$ cat src/rtl/ariane_pkg.sv
// Shared frontend types: icache request/response structs, arbiter state enum and default starvation limit.
package ariane_pkg;

    localparam int unsigned VLEN             = 64;
    localparam int unsigned FETCH_WIDTH      = 32;
    localparam int unsigned ARB_STARVE_LIMIT = 4;

    typedef struct packed {
        logic [63:0] cause;
        logic [63:0] tval;
        logic        valid;
    } exception_t;

    typedef struct packed {
        logic            req;
        logic            kill_s1;
        logic            kill_s2;
        logic            spec;
        logic [VLEN-1:0] vaddr;
    } icache_dreq_i_t;

    typedef struct packed {
        logic                   ready;
        logic                   valid;
        logic [FETCH_WIDTH-1:0] data;
        logic [VLEN-1:0]        vaddr;
        exception_t             ex;
    } icache_dreq_o_t;

    typedef enum logic [1:0] {
        IDLE,
        BUSY0,
        BUSY1,
        KILLED
    } arb_state_e;

endpackage

$ cat src/rtl/icache_port_arbiter.sv
// Shares one icache port between a demand (0) and a prefetch (1) requester, one fetch outstanding.
// Zero-latency request/response routing; requester 1 wins once after STARVE_LIMIT lost IDLE cycles.
module icache_port_arbiter
    import ariane_pkg::*;
#(
    parameter int unsigned STARVE_LIMIT = ARB_STARVE_LIMIT
) (
    input  logic           clk_i,
    input  logic           rst_ni,
    input  logic           flush_i,
    input  icache_dreq_i_t req0_i,
    output icache_dreq_o_t rsp0_o,
    input  icache_dreq_i_t req1_i,
    output icache_dreq_o_t rsp1_o,
    output icache_dreq_i_t ic_req_o,
    input  icache_dreq_o_t ic_rsp_i,
    output logic [1:0]     owner_o
);

    localparam int unsigned     CNT_W   = $clog2(STARVE_LIMIT) + 1;
    localparam logic [CNT_W-1:0] CNT_MAX = CNT_W'(STARVE_LIMIT);

    arb_state_e       state_q, state_d;
    logic [CNT_W-1:0] starve_q, starve_d;

    logic             gnt1;
    logic             gnt_req;
    logic             gnt_kill_s1;
    logic             issue;
    logic             own_kill;

    always_comb begin
        state_d  = state_q;
        starve_d = starve_q;
        ic_req_o = '0;
        rsp0_o   = '0;
        rsp1_o   = '0;
        owner_o  = 2'b00;

        gnt1        = req1_i.req & (~req0_i.req | (starve_q == CNT_MAX));
        gnt_req     = gnt1 ? req1_i.req : req0_i.req;
        gnt_kill_s1 = (gnt1 ? req1_i.kill_s1 : req0_i.kill_s1) | flush_i;
        issue       = 1'b0;
        own_kill    = ((state_q == BUSY1) ? req1_i.kill_s2 : req0_i.kill_s2) | flush_i;

        unique case (state_q)
            IDLE: begin
                ic_req_o.req     = gnt_req;
                ic_req_o.vaddr   = gnt1 ? req1_i.vaddr : req0_i.vaddr;
                ic_req_o.spec    = gnt1 ? req1_i.spec : req0_i.spec;
                ic_req_o.kill_s1 = gnt_kill_s1;
                ic_req_o.kill_s2 = flush_i;
                if (gnt1) rsp1_o.ready = ic_rsp_i.ready;
                else      rsp0_o.ready = ic_rsp_i.ready;

                issue = gnt_req & ic_rsp_i.ready & ~gnt_kill_s1;
                if (issue) begin
                    state_d = gnt1 ? BUSY1 : BUSY0;
                    // Only losses while the prefetcher is actually waiting count towards starvation.
                    if (gnt1)                                   starve_d = '0;
                    else if (req1_i.req && starve_q != CNT_MAX) starve_d = starve_q + 1'b1;
                end
            end
            BUSY0, BUSY1: begin
                ic_req_o.vaddr   = (state_q == BUSY1) ? req1_i.vaddr : req0_i.vaddr;
                ic_req_o.kill_s2 = own_kill;
                owner_o          = {1'b1, state_q == BUSY1};
                if (state_q == BUSY1) begin
                    rsp1_o       = ic_rsp_i;
                    rsp1_o.ready = 1'b0;
                    rsp1_o.valid = ic_rsp_i.valid & ~own_kill;
                end else begin
                    rsp0_o       = ic_rsp_i;
                    rsp0_o.ready = 1'b0;
                    rsp0_o.valid = ic_rsp_i.valid & ~own_kill;
                end
                if (own_kill)            state_d = ic_rsp_i.valid ? IDLE : KILLED;
                else if (ic_rsp_i.valid) state_d = IDLE;
            end
            KILLED: begin
                ic_req_o.kill_s2 = flush_i;
                if (ic_rsp_i.valid || ic_rsp_i.ready) state_d = IDLE;
            end
            default: state_d = IDLE;
        endcase

        // Hold handshakes quiet during reset so a late response from an abandoned fetch is never seen.
        if (!rst_ni) begin
            ic_req_o.req = 1'b0;
            rsp0_o.ready = 1'b0;
            rsp0_o.valid = 1'b0;
            rsp1_o.ready = 1'b0;
            rsp1_o.valid = 1'b0;
            owner_o      = 2'b00;
        end
    end

    always_ff @(posedge clk_i) begin
        if (!rst_ni) begin
            state_q  <= IDLE;
            starve_q <= '0;
        end else begin
            state_q  <= state_d;
            starve_q <= starve_d;
        end
    end

endmodule

$ cat config.mk
export PLATFORM = sky130hd
export DESIGN_NAME = icache_port_arbiter
export DESIGN_NICKNAME = d
export VERILOG_FILES = /design/src/rtl/ariane_pkg.sv /design/src/rtl/icache_port_arbiter.sv
export SDC_FILE = /design/constraint.sdc
export NUM_CORES = 1
export LEC_CHECK = 0
export ABC_AREA = 1
export CAP_MARGIN = 20
export CORE_AREA = 2 2 346 348
export DETAILED_ROUTE_END_ITERATION = 7
export DIE_AREA = 0 0 348 350
export PLACE_DENSITY = 0.3
export SKIP_LAST_GASP = 1
export SYNTH_ARGS = -nofsm -noshare
export SYNTH_HDL_FRONTEND = slang
export SYNTH_SLANG_ARGS = --single-unit
export TNS_END_PERCENT = 1
$ cat constraint.sdc
create_clock -name clk_i -period 2.1 [get_ports clk_i]
set_input_delay 0.42 -clock clk_i [delete_from_list [all_inputs] [get_ports clk_i]]
set_output_delay 0.42 -clock clk_i [all_outputs]
set_load 0.1 [all_outputs]
==> metrics.log <==
[metrics] total clock sinks: 5
[metrics] #FFs+latches synth: 5
[metrics] worst IR drop on VDD: 0.0009633 V
[metrics] final clock skew: 0.0002285 ns
[metrics] Synth Instances: 1255
[metrics] delay of the slowest cell on the worst path: 0.36 ns
[metrics] number of distinct library cell variants in the gate-level netlist after synthesis: 25
[metrics] Post-Route WL: 80240 µm
[metrics] overall via count from detail_route: 10490
[metrics] worst setup slack after layout: -0.3126 ns
[metrics] post-placement worst setup slack: -0.5354 ns
[metrics] share of post-route cells with drive strength above 1: 0.3451
[metrics] number of buffers inserted for hold repair after clock tree synthesis: 0
[metrics] top achievable clock speed: 414.5 MHz
[metrics] cell count after placement: 3697
[metrics] Fin Hold WS: 0.5154 ns
[metrics] number of DRC markers after the initial detailed-route iteration: 437
[metrics] clock buffer depth: 2
[metrics] post-route DRC violation count: 0
[metrics] Die Height: 350 µm
[metrics] worst endpoint required time: 1.68 ns
[metrics] total of endpoints with negative setup slack in the final report: 430
[metrics] overall routing resource usage: 0.1249
[metrics] post-synthesis instance area: 5243 µm²
[metrics] most numerous cell on the critical path: buf_12
[metrics] Routed wire per std cell: 21.57 µm
[metrics] portion of the post-synthesis area used by sequential elements: 0.01909
[metrics] Detail Placement HPWL: 74140 µm
[metrics] run status: finished with violations
[metrics] Post-Place Cell Area: 22110 µm²
[metrics] Nets: 2551
[metrics] input/output buffers: 889
[metrics] setup repair after global routing missed its margin: yes
[metrics] detailed-route vias per instance: 2.821
[metrics] CP cell instances: inv_2 > ha_4 > nand2_4 > buf_12 > buf_12 > buf_4 > nor2_1 > buf_12
[metrics] relative slew slack: 0.7611
[metrics] H-Tree Level Count: 1
[metrics] first-pass GRT wire length: 103300 µm
[metrics] Max Fanout on Critical Path: 29
[metrics] failing checks: setup timing
[metrics] clock latency on the worst-skew pair: 0.22 ns
[metrics] Clock transition at path regs: 0.03 ns
[metrics] Final Hold Violating Endpoints: 0
[metrics] Die W: 348 µm
[metrics] Worst Hold Class: flop to flop
[metrics] critical setup path kind: flop to output port
[metrics] vias in the first global route: 10900
[metrics] Die ar.: 121800 µm²
[metrics] pin count of the biggest net entering global routing: 44
[metrics] Max Slew Vio Count: 0
[metrics] leakage power figure: 11.31 nW
[metrics] total core area: 117800 µm²
[metrics] Period minus WS final: 2.413 ns
[metrics] critical path launch point type: flop
[metrics] total design power: 0.04170 W
[metrics] CTS tree: built
[metrics] Post-Synthesis Mean Instance Area: 4.177 µm²
[metrics] ratio of total power to cell area: 1853 nW/µm²
[metrics] number of CTS-inserted buffers: 3
[metrics] number of max-cap violations: 0
[metrics] last weighted congestion value of the routability-driven placer: 0.7884
[metrics] count of warnings emitted by yosys: 0
[metrics] CP endpoint kind: output port
[metrics] data arrival time of the critical path: 1.99 ns
[metrics] FP Rows: 126
[metrics] slowest cell on the critical path: dfxtp_2
[metrics] final period utilization: 1.149
[metrics] number of nets with antenna violations after routing: 0
[metrics] root cell of the clock tree: clkbuf_16
[metrics] antenna violations before repair: 34
[metrics] Design Area, Final: 22510 µm²
[metrics] transition time of the tightest slew-check pin: 0.3570 ns
[metrics] effective utilization at floorplan: 0.04452
[metrics] remaining global-route overflow: 0
[metrics] drt first pass iters: 5
[metrics] number of I/O pins: 890
[metrics] synthesized net count: 1626
[metrics] post-route insts no fill: 3719
[metrics] layout-stage area growth over the synthesis result: 329.3%
## final cells by class
class | instances | area (µm²)
Sequential cell | 5 | 105.1
Fill cell | 13230 | 95260
Tap cell | 1536 | 1922
Multi-Input combinational cell | 711 | 3344
Antenna cell | 4 | 10.01
Timing Repair Buffer | 988 | 15280
Inverter | 471 | 1770
Clock buffer | 4 | 78.83
## cells in the final DEF, fill, tap and decap left out, drive strengths merged, types with 2 or more instances in the layout
cell type      synthesis  routed
a21oi                 70      70
buf                   39     623
clkbuf                27       4
clkdlybuf4s50          0     363
dfxtp                  5       5
diode                  0       4
dlygate4sd2            0       2
ha                     5       5
inv                  471     471
nand2                380     380
nand3                  7       7
nand4                  2       2
nor2                 236     236
nor3                   6       6
o21ai                  4       4
## registers in the layout (all words and copies together) (netlist names)
register,flops
state_q,2
starve_q,3
## per-layer routing
| metal | wire (µm) | GRT usage |
|---|---|---|
| met5 | 234 | 0 |
| met4 | 857 | 0.01113 |
| met2 | 41190 | 0.2304 |
| met1 | 31660 | 0.1428 |
| met3 | 6297 | 0.04295 |
## stage by stage
step / setup TNS [ns] / util
2_1_floorplan: -227.61 / -
3_3_place_gp: -24.10 / 0.1877
3_5_place_dp: -25.37 / 0.1877
4_1_cts: -70.82 / 0.1912
5_1_grt: -95.67 / 0.1911
6_report: -55.26 / 0.1911
## Yosys cell counts
library cell	instances	area [µm²]
inv_1	469	1760
nand2_1	356	1336
nor2_1	235	882.1
a21oi_1	53	265.3
buf_2	31	155.2
clkbuf_1	27	101.4
nand2_2	22	137.6
a21oi_2	17	148.9
nand3_1	7	35.03
nor3_1	6	30.03
dfxtp_1	5	100.1
ha_1	5	62.56
buf_8	4	60.06
o21ai_0	3	15.01
buf_12	2	40.04
inv_2	2	7.510
nand2_4	2	22.52
nand4_1	2	12.51
buf_1	1	3.750
buf_6	1	11.26
dlygate4sd1_1	1	8.760
dlymetal6s2s_1	1	12.51
nor2_4	1	11.26
o21ai_4	1	16.27
or2_2	1	6.260
## critical path, delay by kind of cell (launching register included)
family	cells	cell delay (ns)
AND/OR/NAND/NOR	2	0.29
adder cells (fa/ha/maj)	1	0.28
flip-flops	1	0.36
buffers and inverters	5	0.78
## logic make-up after synthesis
| group | count (synthesis) | synth area share |
|---|---|---|
| simple gates | 632 | 0.4718 |
| compound gates | 74 | 0.08496 |
| buf+inv | 539 | 0.4122 |
| flops | 5 | 0.01909 |
| fa+ha+maj | 5 | 0.01193 |
## final timing paths
kind	endpoint	slack, ns	startpoint	depth (start not counted)
worst min-delay path	starve_q[2]$_SDFFE_PN0P_	0.52	starve_q[2]$_SDFFE_PN0P_	2
worst min register to register	starve_q[2]$_SDFFE_PN0P_	0.52	starve_q[2]$_SDFFE_PN0P_	2
worst max register to register	starve_q[0]$_SDFFE_PN0P_	0.37	starve_q[1]$_SDFFE_PN0P_	12
worst max-delay path	rsp0_o[179]	-0.31	state_q[1]$_SDFFE_PN0P_	8
## power breakdown
group          internal (W)  switching, W  leakage, nW  total (W)
logic                0.0134        0.0279         11.2     0.0413
clock network      0.000251     0.0000584       0.0382   0.000310
registers          0.000114     0.0000143       0.0424   0.000129
## what timing repair did
action,CTS,global route
cloned,5,0
pin swaps,5,2
setup buffers,10,0
endpoints found under the setup margin,466,474
gates resized for setup,21,1
Power figures use the tool's default switching activity.
